## config.mk

```make
export PLATFORM = sky130hd
export DESIGN_NAME = rtc_timekeeper_flat
export DESIGN_NICKNAME = d
export VERILOG_FILES = /design/src/rtl/rtc_timekeeper_if.sv /design/src/rtl/rtc_timekeeper.sv /design/src/flat_wrapper.sv
export SDC_FILE = /design/constraint.sdc
export NUM_CORES = 1
export LEC_CHECK = 0
export BUFFER_PORTS_ARGS = -buffer_cell sky130_fd_sc_hd__buf_2
export CORE_MARGIN = 10
export CORE_UTILIZATION = 47
export DETAILED_ROUTE_END_ITERATION = 16
export MAX_ROUTING_LAYER = met4
export PLACE_DENSITY = 0.8
export SYNTH_ARGS = -nofsm -noshare
export SYNTH_HDL_FRONTEND = slang
export SYNTH_SLANG_ARGS = --single-unit
```

## constraint.sdc

```tcl
create_clock -name clk -period 2.9 [get_ports clk]
set_clock_uncertainty 0.2 [all_clocks]
set_input_delay 0.145 -clock clk [delete_from_list [all_inputs] [get_ports clk]]
set_output_delay 0.145 -clock clk [all_outputs]
set_load 0.01 [all_outputs]
```

## src/rtl/rtc_timekeeper_if.sv

```systemverilog
// rtc_timekeeper_if: load/alarm controls and time/status outputs of the timekeeper
interface rtc_timekeeper_if;
  logic [4:0] initial_time_hh;
  logic [5:0] initial_time_mm;
  logic [5:0] initial_time_ss;
  logic       initial_time_valid;
  logic [4:0] alarm_hh;
  logic [5:0] alarm_mm;
  logic       alarm_valid;
  logic       alarm_en;
  logic       alarm_clear;
  logic [4:0] hh;
  logic [5:0] mm;
  logic [5:0] ss;
  logic       pm;
  logic       sec_pulse;
  logic       alarm;
  logic       load_err;
  modport master (
    output initial_time_hh, initial_time_mm, initial_time_ss, initial_time_valid,
    output alarm_hh, alarm_mm, alarm_valid, alarm_en, alarm_clear,
    input  hh, mm, ss, pm, sec_pulse, alarm, load_err
  );
  modport slave (
    input  initial_time_hh, initial_time_mm, initial_time_ss, initial_time_valid,
    input  alarm_hh, alarm_mm, alarm_valid, alarm_en, alarm_clear,
    output hh, mm, ss, pm, sec_pulse, alarm, load_err
  );
endinterface

```

## src/rtl/rtc_timekeeper.sv

```systemverilog
// rtc_timekeeper: seconds prescaler, 24-hour time of day, alarm with auto-stop ring
module rtc_timekeeper #(
  parameter int TICK_DIV  = 50000000,
  parameter int MODE12    = 0,
  parameter int ALARM_LEN = 60
) (
  input logic            clk,
  input logic            rst_n,
  rtc_timekeeper_if.slave bus
);
  localparam int PW = (TICK_DIV > 2) ? $clog2(TICK_DIV) : 1;
  localparam int CW = $clog2(ALARM_LEN + 1);
  typedef enum logic [1:0] {IDLE, ARMED, RINGING} state_t;
  state_t st, st_n;
  logic [PW-1:0] presc;
  logic [CW-1:0] cnt, cnt_n;
  logic [4:0] h_r, ah_r;
  logic [5:0] m_r, s_r, am_r;
  logic sp, err;
  logic tick, t_ok, t_bad, a_ok, a_bad, hit;
  assign tick  = presc == PW'(TICK_DIV - 1);
  assign t_ok  = bus.initial_time_valid && bus.initial_time_hh <= 5'd23 &&
                 bus.initial_time_mm <= 6'd59 && bus.initial_time_ss <= 6'd59;
  assign t_bad = bus.initial_time_valid && !t_ok;
  assign a_ok  = bus.alarm_valid && bus.alarm_hh <= 5'd23 && bus.alarm_mm <= 6'd59;
  assign a_bad = bus.alarm_valid && !a_ok;
  // sec_pulse marks the cycle after a tick, so a match here means the tick reached the alarm minute
  assign hit = sp && h_r == ah_r && m_r == am_r && s_r == 6'd0;
  // time of day, prescaler, second pulse and sticky load error
  always_ff @(posedge clk) begin
    if (!rst_n) begin
      presc <= '0;
      h_r   <= '0;
      m_r   <= '0;
      s_r   <= '0;
      ah_r  <= '0;
      am_r  <= '0;
      sp    <= 1'b0;
      err   <= 1'b0;
    end else begin
      err <= a_bad || ((err || t_bad) && !t_ok);
      if (a_ok) begin
        ah_r <= bus.alarm_hh;
        am_r <= bus.alarm_mm;
      end
      if (t_ok) begin
        presc <= '0;
        h_r   <= bus.initial_time_hh;
        m_r   <= bus.initial_time_mm;
        s_r   <= bus.initial_time_ss;
        sp    <= 1'b0;
      end else if (tick) begin
        presc <= '0;
        sp    <= 1'b1;
        if (s_r == 6'd59) begin
          s_r <= '0;
          if (m_r == 6'd59) begin
            m_r <= '0;
            h_r <= (h_r == 5'd23) ? 5'd0 : h_r + 5'd1;
          end else m_r <= m_r + 6'd1;
        end else s_r <= s_r + 6'd1;
      end else begin
        presc <= presc + PW'(1);
        sp    <= 1'b0;
      end
    end
  end
  // alarm state and ring counter registers
  always_ff @(posedge clk) begin
    if (!rst_n) begin
      st  <= IDLE;
      cnt <= '0;
    end else begin
      st  <= st_n;
      cnt <= cnt_n;
    end
  end
  // alarm transitions: disable dominates, ring ends on clear or after ALARM_LEN pulses
  always_comb begin
    st_n  = st;
    cnt_n = cnt;
    if (!bus.alarm_en) st_n = IDLE;
    else if (st == IDLE) st_n = ARMED;
    else if (st == ARMED) begin
      if (hit) begin
        st_n  = RINGING;
        cnt_n = '0;
      end
    end else if (bus.alarm_clear) st_n = ARMED;
    else if (sp) begin
      if (cnt == CW'(ALARM_LEN - 1)) st_n = ARMED;
      else cnt_n = cnt + CW'(1);
    end
  end
  assign bus.hh        = (MODE12 == 0) ? h_r :
                         (h_r == 5'd0) ? 5'd12 :
                         (h_r > 5'd12) ? h_r - 5'd12 : h_r;
  assign bus.pm        = (MODE12 != 0) && (h_r >= 5'd12);
  assign bus.mm        = m_r;
  assign bus.ss        = s_r;
  assign bus.sec_pulse = sp;
  assign bus.alarm     = st == RINGING;
  assign bus.load_err  = err;
endmodule

```

## src/flat_wrapper.sv

```systemverilog
// flat-port wrapper written by rule: the top's interface ports become plain ports
module rtc_timekeeper_flat 
#(
  parameter int TICK_DIV  = 50000000,
  parameter int MODE12    = 0,
  parameter int ALARM_LEN = 60
)
  (clk, rst_n, bus_initial_time_hh, bus_initial_time_mm, bus_initial_time_ss, bus_initial_time_valid, bus_alarm_hh, bus_alarm_mm, bus_alarm_valid, bus_alarm_en, bus_alarm_clear, bus_hh, bus_mm, bus_ss, bus_pm, bus_sec_pulse, bus_alarm, bus_load_err);
  rtc_timekeeper_if bus_i ();
  input logic clk;
  input logic rst_n;
  input wire logic [$bits(bus_i.initial_time_hh)-1:0] bus_initial_time_hh;
  input wire logic [$bits(bus_i.initial_time_mm)-1:0] bus_initial_time_mm;
  input wire logic [$bits(bus_i.initial_time_ss)-1:0] bus_initial_time_ss;
  input wire logic [$bits(bus_i.initial_time_valid)-1:0] bus_initial_time_valid;
  input wire logic [$bits(bus_i.alarm_hh)-1:0] bus_alarm_hh;
  input wire logic [$bits(bus_i.alarm_mm)-1:0] bus_alarm_mm;
  input wire logic [$bits(bus_i.alarm_valid)-1:0] bus_alarm_valid;
  input wire logic [$bits(bus_i.alarm_en)-1:0] bus_alarm_en;
  input wire logic [$bits(bus_i.alarm_clear)-1:0] bus_alarm_clear;
  output wire logic [$bits(bus_i.hh)-1:0] bus_hh;
  output wire logic [$bits(bus_i.mm)-1:0] bus_mm;
  output wire logic [$bits(bus_i.ss)-1:0] bus_ss;
  output wire logic [$bits(bus_i.pm)-1:0] bus_pm;
  output wire logic [$bits(bus_i.sec_pulse)-1:0] bus_sec_pulse;
  output wire logic [$bits(bus_i.alarm)-1:0] bus_alarm;
  output wire logic [$bits(bus_i.load_err)-1:0] bus_load_err;
  assign bus_i.initial_time_hh = bus_initial_time_hh;
  assign bus_i.initial_time_mm = bus_initial_time_mm;
  assign bus_i.initial_time_ss = bus_initial_time_ss;
  assign bus_i.initial_time_valid = bus_initial_time_valid;
  assign bus_i.alarm_hh = bus_alarm_hh;
  assign bus_i.alarm_mm = bus_alarm_mm;
  assign bus_i.alarm_valid = bus_alarm_valid;
  assign bus_i.alarm_en = bus_alarm_en;
  assign bus_i.alarm_clear = bus_alarm_clear;
  assign bus_hh = bus_i.hh;
  assign bus_mm = bus_i.mm;
  assign bus_ss = bus_i.ss;
  assign bus_pm = bus_i.pm;
  assign bus_sec_pulse = bus_i.sec_pulse;
  assign bus_alarm = bus_i.alarm;
  assign bus_load_err = bus_i.load_err;
  rtc_timekeeper #(.TICK_DIV(TICK_DIV), .MODE12(MODE12), .ALARM_LEN(ALARM_LEN)) u_core (.clk(clk), .rst_n(rst_n), .bus(bus_i));
endmodule
```

==> impl_results.md, run 1 <==
- Commonest cells post-synth: 64 x dfxtp_1, 54 x nor2_1, 32 x nand2_1
- Grt ovf: 0
- Leading post-synthesis cells by cell area: dfxtp_1 39%, nor2_1 6.2%, xor2_1 5.6%
- Filler Cells Inserted: 532
- Largest net degree at the start of global routing: 30
- Final setup TNS: 0 ns
- Clock Tree Buf Depth: 2
- DRT iter0 DRCs: 239
- Post-route cell area: 4180 um2
- Worst-margin pin slew: 0.693 ns
- Critical Path AT: around 2.5 ns
- Synth area leader: dfxtp_1
- Number of I/O port buffers: 53
- Max_cap viols: 0
- Cts bufs inserted: 9
- Fin cells: roughly 580
- Worst VDD drop: 0.439 mV
- Sink Count: 64
- Synth cell types: 54
- Final period utilization: 83.8%
- CP endpoint: u_core.bus.mm[4]
- Layout cell share with drive strength beyond 1: 17.8%
- Post-DP HPWL: about 6000 um
- DRT antenna net count: 0
- Outcome: finished, final reports clean
- Gr usage total: around 17%
- GPL Wtd Cong: 0.895
- Crit path max fanout: 12
- FF-to-FF Start: u_core.presc[0]
- Startpoint Class: flop
- Post-Syn Area: 3300 um2
- Ys flop type: dfxtp_1
- Clk_lat worst skew: around 0.35 ns
- Routed WL per cell: ~16 um
- Wire length of the first global-routing pass: roughly 15,000 um
- Synth Register Bits: 64
- DIE AREA: 10,800 um2
- Final Critical Period: roughly 2.4 ns
- Cell count of the worst reg-to-reg path: 7
- Share of the synthesized area in the top cell type: 38.9%
- Net Count, Synth: 434
- DR pass1 iterations: 7
- # rows: 30
- Worst EP required: 2.94 ns
- Via count: 3,258
- Clk slew on worst S/H paths: approximately 0.08 ns
- Pins Over Slew Limit: 0
- PostCTS Resize Cnt: 0
- Number of flops mapped to enable cells by yosys: 0
- Leak Pwr: 0.00172 uW
- Slew headroom: 53.4%
- Final wirelength: about 9000 um
- DR DRC count: 0
- Vias in the first global route: around 3,100
- CP Launch Point: u_core.presc[0]
- Die height: 104 um
- N_diodes: 0
- DP Cell Count: between 500 and 600
- Hold Fails Final Rpt: 0
- IO Count: 55
- Sequential element share of the synthesized area: roughly 40%
- Top-count cell post-synth: dfxtp_1
- Warnings from Yosys: 0
- Mean Syn Cell Area: around 8.4 um2
- Vias per inst: 5.64
- H-Tree Level Count: 3
- Die X: 104 um
- Post-route setup slack: 0.471 ns
- Post-Place Setup Slack: approximately 0.48 ns
- Reg2Reg Capture Point: u_core.bus.mm[4]
- DP Area: 3650 um2
- Starting density of the core: 48.5%
- Worst min-delay path class: primary input to flop
- Antenna violations before repair: 0
- Cell count after synthesis: 394
- Final number of setup-violating endpoints: 0
- Area grow syn2layout: 26.9%
- Critical path endpoint category: flop
- Critical path class: flop to flop
- RSZ-0062 raised after global routing: no
- Final Core Density: 61.5%
- TritonCTS clock tree: done
- Root Buffer: clkbuf_8
- Final nets: 517
- PD cells: 481 nW/um2
- Asr flop ratio synth: 0%
- Max Fclk: 412 MHz
- Core footprint: 6790 um2
- Reg2reg setup slack: 0.47 ns
[how the worst min path moves through the flow]
stage,startpoint,to,slack [ns],cells after the start
final,bus_initial_time_hh[1],u_core.bus.hh[1],0.04,5
after global routing,bus_initial_time_hh[1],u_core.bus.hh[1],0.06,5
after CTS,bus_initial_time_hh[1],u_core.bus.hh[1],0.04,5
after detailed placement,bus_alarm_hh[2],u_core.ah_r[2],0.20,3
after global placement,bus_alarm_hh[2],u_core.ah_r[2],0.18,3
after floorplan,bus_alarm_en,u_core.cnt[5],0.08,1
[cells in the final DEF, fill, tap and decap left out, drive strengths merged, types with 3 or more instances in the layout]
master and instances:
or2 5, mux2i 16, o211ai 5, nor2b 3, ha 6, inv 11, nor4 6, nand3b 3
o221a 3, a31oi 5, nor3 8, and4 5, o31ai 5, a21oi 6, and3 6, dlygate4sd3 32
clkbuf 11, o21ai 9, nand3 28, a21o 3, nand4 14, nand2 32, nand2b 4, buf 60
nor2 54, a21boi 4, xnor2 14, xor2 21, and2 5, dfxtp 64
[critical path, stage by stage, from the launching register on]
cell and delay (ns):
dfxtp_1 0.38, ha_1 0.22, and2_1 0.21, nand2_1 0.13, or3_1 0.44, buf_4 0.20
a2111oi_0 0.44, o31ai_1 0.11
[metrics by stage]
step | total power (uW) | hold WS (ns)
floorplan | 1100 | 0.0773
global placement | 1180 | 0.176
detailed placement | 1190 | 0.196
CTS | 2010 | 0.0372
global route | 2090 | 0.0623
finish | 2010 | 0.0430
[flip-flops by register name, indices dropped and copies added, names as in the netlist]
signal,flops
u_core.bus.load_err,1
u_core.bus.sec_pulse,1
u_core.presc,26
u_core.bus.ss,6
u_core.st,2
u_core.cnt,6
u_core.am_r,6
u_core.bus.hh,5
u_core.ah_r,5
u_core.bus.mm,6
[metal layers]
layer / up-vias / global-route usage (%) / share of wire, %
met2: 149 / 27.8 / 49
met5: - / - / 0
met4: 0 / 7.26 / 3.0
met1: 1518 / 19.5 / 41
li1: 1571 / - / -
met3: 20 / 5.02 / 6.9
[report_power, final]
group	leakage (uW)	switching (uW)	total [uW]	internal (uW)
combinational	0.00110	126	253	127
clock	0.000101	359	799	441
sequential	0.000522	47.7	960	912
[cells by family after synthesis]
| group | Yosys count | share of synthesized area [%] |
|---|---|---|
| compound gates | 57 | 12.5 |
| fa+ha+maj | 6 | 2.28 |
| other cells | 1 | 0.114 |
| mux | 17 | 5.20 |
| flops | 64 | 38.9 |
| xor+xnor | 35 | 9.30 |
| buf+inv | 31 | 3.64 |
| simple gates | 183 | 28.1 |
[area by class of cell]
| cell class | instances | area, um2 | share of cell area (%) |
|---|---|---|---|
| Timing Repair Buffer | 92 | 638 | 15.3 |
| Clock inverter | 5 | 55.1 | 1.32 |
| Multi-Input combinational cell | 299 | 1890 | 45.3 |
| Tap cell | 96 | 120 | 2.87 |
| Inverter | 11 | 41.3 | 0.987 |
| Sequential cell | 64 | 1280 | 30.6 |
| Clock buffer | 11 | 151 | 3.62 |
[timing repair]
item,4_1_cts,5_1_grt
hold endpoints to repair,32,0
setup buffers,0,0
hold buffers,32,0
Note: power is estimated with default switching activity, not from simulation.
==> run 2, diff against run 1 <==
clock period = 2.25 ns   (was 2.9 ns; I/O delays follow)
==> impl_results.md, run 2 (synthesis gave the netlist of run 1 again) <==
- Max_cap viols: 0 (unchanged)
- FF-to-FF Start: u_core.bus.mm[0]
- DR DRC count: 0 (unchanged)
- Post-Place Setup Slack: -0.0373 ns (-0.520 ns)
- Final period utilization: 97.7% (+14 points)
- RSZ-0062 raised after global routing: yes
- Sw frac: 24.9% (-1.6 points)
- Worst VDD drop: 0.293 mV (-33%)
- Reg2Reg Capture Point: u_core.bus.hh[2]
- Startpoint Class: flop
- Critical path class: flop to flop
- Antenna violations before repair: 0 (unchanged)
- Cells along the critical path: ha_2 -> nor2b_4 -> and4_2 -> nand2_1 -> or4_4 -> a311oi_2
- Critical Path AT: 2.27 ns (-0.20 ns)
- Wire length of the first global-routing pass: 16,100 um (+6.2%)
- WHS: 0.0799 ns (+0.0369 ns)
- Critical path's slowest cell: or4_4
- Via count: 3,385 (+3.9%)
- Worst min-delay path class: primary input to flop
- Die height: 104 um (unchanged)
- Number of I/O port buffers: 53 (unchanged)
- Routed WL per cell: 16.0 um (+3.1%)
- Vias in the first global route: 3,369 (+7.9%)
- Post-route setup slack: 0.0517 ns (-0.419 ns)
- Final number of setup-violating endpoints: 0 (unchanged)
- Largest net degree at the start of global routing: 28 (-6.7%)
- Pins Over Slew Limit: 0 (unchanged)
- Max reg flops: 26 (unchanged)
- DR pass1 iterations: 5 (-2)
- Starting density of the core: 48.5% (unchanged)
- Final Critical Period: 2.20 ns (-0.231 ns)
- Top reg by flops: u_core.presc
- TritonCTS clock tree: done
- WHS Endpoint: u_core.bus.ss[2]
- N_diodes: 0 (unchanged)
- IO Count: 55 (unchanged)
- # rows: 30 (unchanged)
- Clk_lat worst skew: 0.35 ns (about the same)
- Area grow syn2layout: 38.7%
- Leak Pwr: 0.00192 uW (+12%)
- Clock Tree Buf Depth: 2 (unchanged)
- Crit path max fanout: 4 (-8)
- Layout cell share with drive strength beyond 1: 26.1% (+8.3 points)
- Worst Hold Depth: 3 (-2)
- Most frequent cells in the layout: 60 x dfxtp_1, 54 x nor2_1, 53 x buf_2, 35 x dlygate4sd3_1, 34 x buf_4
- Internal power: 2050 uW (+38%)
- DIE AREA: 10,800 um2 (unchanged)
- GPL Wtd Cong: 0.915 (+2.2%)
- Flop pwr share: 45.2% (-2.5 points)
- Critical Path Max Stage Delay: 0.53 ns (+0.09 ns)
- Die X: 104 um (unchanged)
- Critical path endpoint category: flop
- Grt ovf: 0 (unchanged)
- Cts bufs inserted: 9 (unchanged)
- Worst EP required: 2.32 ns (-0.62 ns)
- DRT iter0 DRCs: 127 (-47%)
- Sink Count: 64 (unchanged)
- Post-DP HPWL: 6460 um (+7.5%)
- Comb power frac: 13.8% (+1.2 points)
- H-Tree Level Count: 3 (unchanged)
- Cell count of the worst reg-to-reg path: 6 (-1)
- Final nets: 549 (+6.2%)
- Outcome: finished, final reports clean
- Core footprint: 6790 um2 (unchanged)
- DRT antenna net count: 0 (unchanged)
- Final wirelength: 9750 um (+8.6%)
- Clk slew on worst S/H paths: 0.08 ns (about the same)
- Vias per inst: 5.56 (-1.4%)
- PD cells: 596 nW/um2 (+24%)
- Commonest non-fill, non-tap cell in the layout: dfxtp_1
- Clock share of power: 41.0% (+1.3 points)
- Gr usage total: 18.1% (+0.89 points)
- HP Start: bus_initial_time_valid
- Max Fclk: 455 MHz (+10%)
- Psw: 679 uW (+27%)
- Root Buffer: clkbuf_8
- Reg2reg setup slack: 0.05 ns (-0.42 ns)
- Hold Fails Final Rpt: 0 (unchanged)
run 2: worst max-delay path by stage:
stage / startpoint / to / slack [ns] / cells after the start
global route: u_core.presc[18] / u_core.bus.hh[2] / -0.07 / 5
floorplan: u_core.presc[11] / u_core.bus.hh[2] / 0.009 / 6
finish: u_core.bus.mm[0] / u_core.bus.hh[2] / 0.05 / 6
CTS: u_core.presc[11] / u_core.bus.hh[2] / 0.004 / 5
global placement: u_core.presc[11] / u_core.bus.hh[2] / 0.03 / 5
detailed placement: u_core.presc[16] / u_core.bus.mm[4] / -0.04 / 6
run 2: area by class of cell:
type | count | area, um2
Fill cell | 495 | 2220
Clock inverter | 3 | 65.1
Tap cell | 96 | 120
Sequential cell | 64 | 1290
Inverter | 11 | 41.3
Timing Repair Buffer | 124 | 902
Multi-Input combinational cell | 299 | 2000
Clock buffer | 12 | 155
run 2: worst max-delay path: cells and delay by family, from the launching register on:
kind                     cells  cell delay [ns]
adder cells (fa/ha/maj)      1             0.22
AND/OR/NAND/NOR              4             1.12
flip-flops                   1             0.34
AO/OA/AOI/OAI                1             0.26
run 2: per-layer routing:
metal  up-vias  part of all wire, %  track usage [%]
met2       148                   52             30.9
met5         -                    0                -
met4         0                  2.0             7.46
li1       1639                    -                -
met3        20                  6.0             4.77
met1      1578                   40             19.6
run 2: power by group through the flow:
stage	Sequential [uW]	Combinational (uW)	Clock, uW
2_1_floorplan	1260	169	0
3_3_place_gp	1250	301	0
3_5_place_dp	1250	309	0
4_1_cts	1230	359	1130
5_1_grt	1240	411	1180
6_report	1230	375	1120
run 2: what timing repair did:
item / in CTS / in global routing
hold buffers: 35 / 0
hold endpoints to repair: 33 / 0
gates resized for setup: 3 / 17
setup endpoints to repair: 3 / 15
buffers inserted: 0 / 1
gates cloned: 0 / 0
pin swaps: 1 / 5
run 2: stage by stage:
| step | cell area (um2) | setup TNS (ns) | util, % | power [uW] | cells |
|---|---|---|---|---|---|
| final | 4570 | 0 | 67.3 | 2730 | 609 |
| after global routing | 4570 | -0.165 | 67.3 | 2830 | 609 |
| after detailed placement | 3900 | -0.0621 | 57.5 | 1560 | 558 |
| after floorplan | 3320 | 0 | - | 1430 | 394 |
| after CTS | 4490 | 0 | 66.0 | 2710 | 608 |
| after global placement | 3900 | 0 | 57.5 | 1550 | 558 |
